==> src/rtl/uart_tx_mmio_responder.sv <==
// uart_tx_mmio_responder
// CPU-side register responder for the memory-mapped UART bus. Bytes written
// to the TX data register are queued in a small FIFO. A transmitter sends
// them 8N1 on tx_out and can raise an interrupt once the queue has drained.

module uart_tx_mmio_responder #(
    parameter int          FIFO_DEPTH      = 4,
    parameter logic [15:0] DEFAULT_DIVISOR = 16'd434
) (
    input  logic       clock,
    input  logic       reset,
    input  logic       cs,
    input  logic       rd,
    input  logic       wr,
    input  logic [3:0] addr,
    input  logic [7:0] in_data,
    output logic [7:0] out_data,
    output logic       tx_out,
    output logic       irq,
    output logic [2:0] irq_id
);

    localparam int PW = $clog2(FIFO_DEPTH);
    localparam int CW = PW + 1;

    typedef enum logic [1:0] {
        IDLE  = 2'd0,
        START = 2'd1,
        DATA  = 2'd2,
        STOP  = 2'd3
    } txState_t;

    txState_t      r_state;
    txState_t      w_nextState;

    logic          r_wrPrev;
    logic          r_rdPrev;
    logic [7:0]    r_fifo [FIFO_DEPTH];
    logic [PW-1:0] r_wrPtr;
    logic [PW-1:0] r_rdPtr;
    logic [CW-1:0] r_count;
    logic [1:0]    r_ctrl;
    logic [15:0]   r_divisor;
    logic          r_ovf;
    logic          r_irqPend;
    logic [7:0]    r_outData;
    logic [15:0]   r_bitCnt;
    logic [15:0]   r_bitDiv;
    logic [2:0]    r_bitIdx;
    logic [7:0]    r_shift;

    logic          w_wrAct;
    logic          w_rdAct;
    logic          w_wrEdge;
    logic          w_rdEdge;
    logic          w_empty;
    logic          w_full;
    logic          w_busy;
    logic          w_push;
    logic          w_pushOk;
    logic          w_drop;
    logic          w_pop;
    logic          w_bitDone;
    logic          w_stopToIdle;
    logic [15:0]   w_effDiv;
    logic [7:0]    w_status;
    logic [7:0]    w_readMux;
    logic          w_txOut;

    // A bus access is the first cycle a strobe is seen low with chip select;
    // a write occurring together with a read suppresses the read.
    assign w_wrAct  = !cs && !wr;
    assign w_rdAct  = !cs && !rd;
    assign w_wrEdge = w_wrAct && !r_wrPrev;
    assign w_rdEdge = w_rdAct && !r_rdPrev && !w_wrAct;

    assign w_empty  = (r_count == '0);
    assign w_full   = (r_count == CW'(FIFO_DEPTH));
    assign w_busy   = (r_state != IDLE);

    // A push into a full FIFO still fits when the transmitter pops the same cycle.
    assign w_push   = w_wrEdge && (addr == 4'd0);
    assign w_pushOk = w_push && (!w_full || w_pop);
    assign w_drop   = w_push && !w_pushOk;

    // Divisors below 2 are clamped so every bit lasts at least two clocks.
    assign w_effDiv  = (r_divisor < 16'd2) ? 16'd2 : r_divisor;
    assign w_bitDone = (r_bitCnt == 16'd0);

    assign w_stopToIdle = (r_state == STOP) && (w_nextState == IDLE);

    assign w_status = {3'b000, r_ovf, r_irqPend, w_empty, w_full, w_busy};

    // Remember the previous strobe levels so a held strobe acts only once.
    always_ff @(posedge clock) begin
        if (reset) begin
            r_wrPrev <= 1'b0;
            r_rdPrev <= 1'b0;
        end else begin
            r_wrPrev <= w_wrAct;
            r_rdPrev <= w_rdAct;
        end
    end

    // Register read multiplexer; unmapped addresses read as zero.
    always_comb begin
        w_readMux = 8'h00;
        case (addr)
            4'd1:    w_readMux = w_status;
            4'd2:    w_readMux = {6'b000000, r_ctrl};
            4'd3:    w_readMux = r_divisor[7:0];
            4'd4:    w_readMux = r_divisor[15:8];
            default: w_readMux = 8'h00;
        endcase
    end

    // Read data is captured on the read edge, held while rd stays low and
    // returns to zero as soon as rd is released.
    always_ff @(posedge clock) begin
        if (reset) begin
            r_outData <= 8'h00;
        end else if (rd) begin
            r_outData <= 8'h00;
        end else if (w_rdEdge) begin
            r_outData <= w_readMux;
        end
    end

    // Control and divisor registers written from the bus.
    always_ff @(posedge clock) begin
        if (reset) begin
            r_ctrl    <= 2'b00;
            r_divisor <= DEFAULT_DIVISOR;
        end else if (w_wrEdge) begin
            case (addr)
                4'd2:    r_ctrl          <= in_data[1:0];
                4'd3:    r_divisor[7:0]  <= in_data;
                4'd4:    r_divisor[15:8] <= in_data;
                default: ;
            endcase
        end
    end

    // Sticky status flags. A status read clears them, but a new event in the
    // same cycle wins so it is never lost. The drain interrupt is only latched
    // while interrupts are enabled.
    always_ff @(posedge clock) begin
        if (reset) begin
            r_ovf     <= 1'b0;
            r_irqPend <= 1'b0;
        end else begin
            if (w_rdEdge && (addr == 4'd1)) begin
                r_ovf     <= 1'b0;
                r_irqPend <= 1'b0;
            end
            if (w_drop) begin
                r_ovf <= 1'b1;
            end
            if (w_stopToIdle && w_empty && r_ctrl[1]) begin
                r_irqPend <= 1'b1;
            end
        end
    end

    // FIFO storage; contents need no reset because the count defines validity.
    always_ff @(posedge clock) begin
        if (w_pushOk) begin
            r_fifo[r_wrPtr] <= in_data;
        end
    end

    // FIFO pointers wrap modulo the depth; the count is one bit wider so that
    // full and empty are distinguishable.
    always_ff @(posedge clock) begin
        if (reset) begin
            r_wrPtr <= '0;
            r_rdPtr <= '0;
            r_count <= '0;
        end else begin
            if (w_pushOk) begin
                r_wrPtr <= r_wrPtr + PW'(1);
            end
            if (w_pop) begin
                r_rdPtr <= r_rdPtr + PW'(1);
            end
            case ({w_pushOk, w_pop})
                2'b10:   r_count <= r_count + CW'(1);
                2'b01:   r_count <= r_count - CW'(1);
                default: r_count <= r_count;
            endcase
        end
    end

    // Transmitter state register.
    always_ff @(posedge clock) begin
        if (reset) begin
            r_state <= IDLE;
        end else begin
            r_state <= w_nextState;
        end
    end

    // Transmitter next-state logic. A byte is popped either from IDLE or
    // directly at the end of a stop bit, so consecutive frames have no gap.
    always_comb begin
        w_nextState = r_state;
        w_pop       = 1'b0;
        case (r_state)
            IDLE: begin
                if (r_ctrl[0] && !w_empty) begin
                    w_pop       = 1'b1;
                    w_nextState = START;
                end
            end
            START: begin
                if (w_bitDone) begin
                    w_nextState = DATA;
                end
            end
            DATA: begin
                if (w_bitDone && (r_bitIdx == 3'd7)) begin
                    w_nextState = STOP;
                end
            end
            STOP: begin
                if (w_bitDone) begin
                    if (r_ctrl[0] && !w_empty) begin
                        w_pop       = 1'b1;
                        w_nextState = START;
                    end else begin
                        w_nextState = IDLE;
                    end
                end
            end
            default: w_nextState = IDLE;
        endcase
    end

    // Bit timing and shift register. The divisor is latched when a byte is
    // popped so a divisor write never disturbs a frame already in flight.
    always_ff @(posedge clock) begin
        if (reset) begin
            r_bitCnt <= 16'd0;
            r_bitDiv <= 16'd2;
            r_bitIdx <= 3'd0;
            r_shift  <= 8'h00;
        end else if (w_pop) begin
            r_shift  <= r_fifo[r_rdPtr];
            r_bitDiv <= w_effDiv;
            r_bitCnt <= w_effDiv - 16'd1;
            r_bitIdx <= 3'd0;
        end else if (r_state != IDLE) begin
            if (w_bitDone) begin
                r_bitCnt <= r_bitDiv - 16'd1;
                if (r_state == DATA) begin
                    r_shift  <= {1'b0, r_shift[7:1]};
                    r_bitIdx <= r_bitIdx + 3'd1;
                end
            end else begin
                r_bitCnt <= r_bitCnt - 16'd1;
            end
        end
    end

    // Serial line level follows the state: low start bit, LSB-first data,
    // high stop bit and idle.
    always_comb begin
        w_txOut = 1'b1;
        case (r_state)
            START:   w_txOut = 1'b0;
            DATA:    w_txOut = r_shift[0];
            default: w_txOut = 1'b1;
        endcase
    end

    assign tx_out   = w_txOut;
    assign out_data = r_outData;
    assign irq      = r_irqPend && r_ctrl[1];
    assign irq_id   = irq ? 3'b001 : 3'b000;

endmodule
==> config.mk <==
export PLATFORM = sky130hd
export DESIGN_NAME = uart_tx_mmio_responder
export DESIGN_NICKNAME = d
export VERILOG_FILES = /design/src/rtl/uart_tx_mmio_responder.sv
export SDC_FILE = /design/constraint.sdc
export NUM_CORES = 1
export LEC_CHECK = 0
export ABC_AREA = 1
export CAP_MARGIN = 40
export CORE_ASPECT_RATIO = 0.8
export CORE_MARGIN = 2
export CORE_UTILIZATION = 36
export CTS_BUF_LIST = sky130_fd_sc_hd__clkbuf_4
export CTS_CLUSTER_SIZE = 24
export DETAILED_ROUTE_END_ITERATION = 8
export GPL_TIMING_DRIVEN = 0
export PLACE_DENSITY = 0.57
export SYNTH_ARGS = -nofsm -noshare
export SYNTH_HDL_FRONTEND = slang
export SYNTH_SLANG_ARGS = --single-unit
==> constraint.sdc <==
create_clock -name clock -period 2.2 [get_ports clock]
set_clock_uncertainty 0.1 [all_clocks]
set_input_delay 0.22 -clock clock [delete_from_list [all_inputs] [get_ports clock]]
set_output_delay 0.22 -clock clock [all_outputs]
set_load 0.03 [all_outputs]
==> impl_metrics.env <==
export IMPL_min_period_ns=2.330
export IMPL_maxCapViolations=0
export IMPL_pin_count=30
export IMPL_critPathSlowestCell="dfxtp_2"
export IMPL_drive_gt1_frac=0.2070
export IMPL_syn_area_per_cell_um2=7.684
export IMPL_track_usage=0.1994
export IMPL_nets=848
export IMPL_htreeDepth=4
export IMPL_synth_cell_types=41
export IMPL_async_reset_ff_frac=0
export IMPL_drtAntennaViolNets=0
export IMPL_fillers=1583
export IMPL_n_antenna_cell=0
export IMPL_cts_buffer_depth=2
export IMPL_synthCells=743
export IMPL_fmax_ghz=0.4292
export IMPL_netlist_area_um2=5709
export IMPL_cts_tree="done"
export IMPL_areaGrowthSynthToFinish_pct=23.67
export IMPL_cts_root_buf="clkbuf_4"
export IMPL_hold_worst_slack_ns=0.1300
export IMPL_synth_edf_count=32
export IMPL_regArea_um2=2656
export IMPL_grt_max_degree=17
export IMPL_cp_max_fo=5
export IMPL_end_kind="flip-flop"
export IMPL_grt_pass1_wl_mm=25.16
export IMPL_yosys_top_cells_area="dfxtp_1, edfxtp_1, nand2_1"
export IMPL_synth_main_ff_cell="dfxtp_1"
export IMPL_place_gp_congestion=0.8012
export IMPL_cpPeakStageDelay_ns=0.34
export IMPL_maxSlewHeadroom=0.4728
export IMPL_antenna_found_initial=0
export IMPL_insertion_delay_ns=0.53
export IMPL_dp_slack_ns=-0.5120
export IMPL_yosysSeqAreaShare=0.4629
export IMPL_die_w_um=144.8
export IMPL_die_area_um2=16890
export IMPL_slew_viol_final=0
export IMPL_synth_cells_most_frequent="nand2_1, inv_1, dfxtp_1, nor2_1, a21oi_1"
export IMPL_hold_viol=0
export IMPL_chipHeight_um=116.6
export IMPL_cp_arrival_ns=2.67
export IMPL_cts_buffers=17
export IMPL_p_leak_nw=2.937
export IMPL_dp_hpwl_mm=10.85
export IMPL_power_total_mw=3.939
export IMPL_tightest_slew_ns=0.7843
export IMPL_setup_tns_final_ns=-1.000
export IMPL_fp_row_count=41
export IMPL_clock_sinks=116
export IMPL_remaining_drc_errors=0
export IMPL_cp_common_cell="nand2_1"
export IMPL_grt_pass1_vias=4708
export IMPL_vias=5028
export IMPL_grt_overflow=0
export IMPL_yosys_cell_count_top_type="nand2_1"
export IMPL_io_buffer_count=26
export IMPL_cp_cell_sequence="nor2_1 > nand2_1 > nor2_2 > nand3_2 > nand2_4 > nand2_4 > buf_8 > nand2_2 > nand2_2 > inv_2 > ha_4 > nand3_4 > nor2_4 > inv_2 > nor2_4 > nand2_1 > nand2_1 > nand3_1 > nand2_1 > inv_1"
export IMPL_ir_drop_mv=0.3207
export IMPL_rsz0062_at_grt="yes"
export IMPL_power_density_nw_per_um2=557.8
export IMPL_wl_mm=15.49
export IMPL_ys_ff_latch=116
export IMPL_finalCritPeriodShare=1.059
export IMPL_fp_coreArea_um2=15650
export IMPL_multi_input_area_um2=2783
export IMPL_synth_top_cell_by_area="dfxtp_1"
export IMPL_drtIter0Drc=389
export IMPL_hp_class="in2reg"
export IMPL_synth_top_area_frac=0.2945
export IMPL_final_setup_viol_count=12
export IMPL_worstSetupPathType="reg2reg"
export IMPL_start_util=0.3649
export IMPL_violations="negative setup slack"
export IMPL_postLayoutSetupSlackWorst_ns=-0.1301
export IMPL_firstDrtPassIters=5
export IMPL_yosys_warnings=0
export IMPL_post_drt_via_cell_ratio=4.807
export IMPL_status="finished, violations left"
export IMPL_routedWlPerCell_um=14.80
export IMPL_crit_required_ns=2.54
export IMPL_clk_pin_slew_ns=0.11
export IMPL_worstSetupStartpointType="flip-flop"
layout make-up:
class                           instances  share of cell area
Sequential cell                       116              0.3762
Clock inverter                         13             0.01914
Clock buffer                           19             0.02020
Inverter                              100             0.05423
Buffer                                 31             0.02729
Timing Repair Buffer                   55             0.07071
Multi-Input combinational cell        497              0.3941
Tap cell                              215             0.03810
cell families (layout without fill, tap and decap cells):
logic type,after synthesis,after routing,share of synthesized area
AND/OR/NAND/NOR,331,331,0.2630
AO/OA/AOI/OAI,150,150,0.1490
buffers and inverters,131,218,0.09314
flip-flops,116,116,0.4629
adder cells (fa/ha/maj),13,13,0.02980
other,1,2,0.0006568
XOR/XNOR,1,1,0.001534
cell usage in the layout (no fill, tap or decap), types with 15 or more instances in the layout:
master           count
nand2_1            151
inv_1               89
dfxtp_1             73
nor2_1              63
a21oi_1             57
o21ai_0             48
nand3_1             39
edfxtp_1            32
buf_4               31
clkdlybuf4s50_1     24
clkbuf_4            20
nand2_2             16
clkbuf_1            16
nor2_4              15
critical path, delay by kind of cell (launching register included):
kind	cells	cell delay [ns]
adders and majority gates	1	0.14
buffers and inverters	4	0.32
DFF	1	0.34
and+or+nand+nor	15	1.35
layer usage:
metal	share of wire	GRT usage	wire [um]	vias up
li1	-	-	-	2576
met5	0	0	0	-
met3	0.051	0.04920	782	18
met2	0.41	0.2830	6405	132
met1	0.52	0.2990	8018	2302
met4	0.018	0.05566	280	0
flip-flops by register name, summed over array words and instances, names as in the netlist, named ones only:
name / cells
out_data: 8
r_bitCnt: 16
r_bitDiv: 16
r_bitIdx: 3
r_count: 3
r_ctrl: 2
r_divisor: 16
r_fifo: 32
r_irqPend: 1
r_ovf: 1
r_rdPrev: 1
r_rdPtr: 2
r_shift: 8
r_state: 2
r_wrPrev: 1
r_wrPtr: 2
stage by stage:
step	cells	area [um2]	util
finish	1046	7061	0.4513
global placement	985	6261	0.4002
CTS	1040	6919	0.4422
global route	1046	7061	0.4513
floorplan	744	5732	-
detailed placement	987	6276	0.4011
power by group:
group,switching [mW],leakage [nW],internal [mW]
logic,0.118,1.81,0.0619
clock network,0.858,0.152,0.696
registers,0.00658,0.971,2.20
repair_timing:
action	CTS	global route
setup endpoints to repair	61	73
pin swaps	24	15
resized for setup	67	36
buffers inserted	21	6
cloned	0	0
hold endpoints to repair	0	0
hold buffers	0	0
final timing paths:
path         slack (ns)  depth (start not counted)          from      endpoint
min reg2reg        0.37                          2  r_bitDiv[13]  r_bitDiv[13]
min                0.13                          2         reset    r_shift[6]
max reg2reg       -0.13                         20   r_bitCnt[5]  r_bitCnt[12]
max               -0.13                         20   r_bitCnt[5]  r_bitCnt[12]
Power figures use the tool's default switching activity.
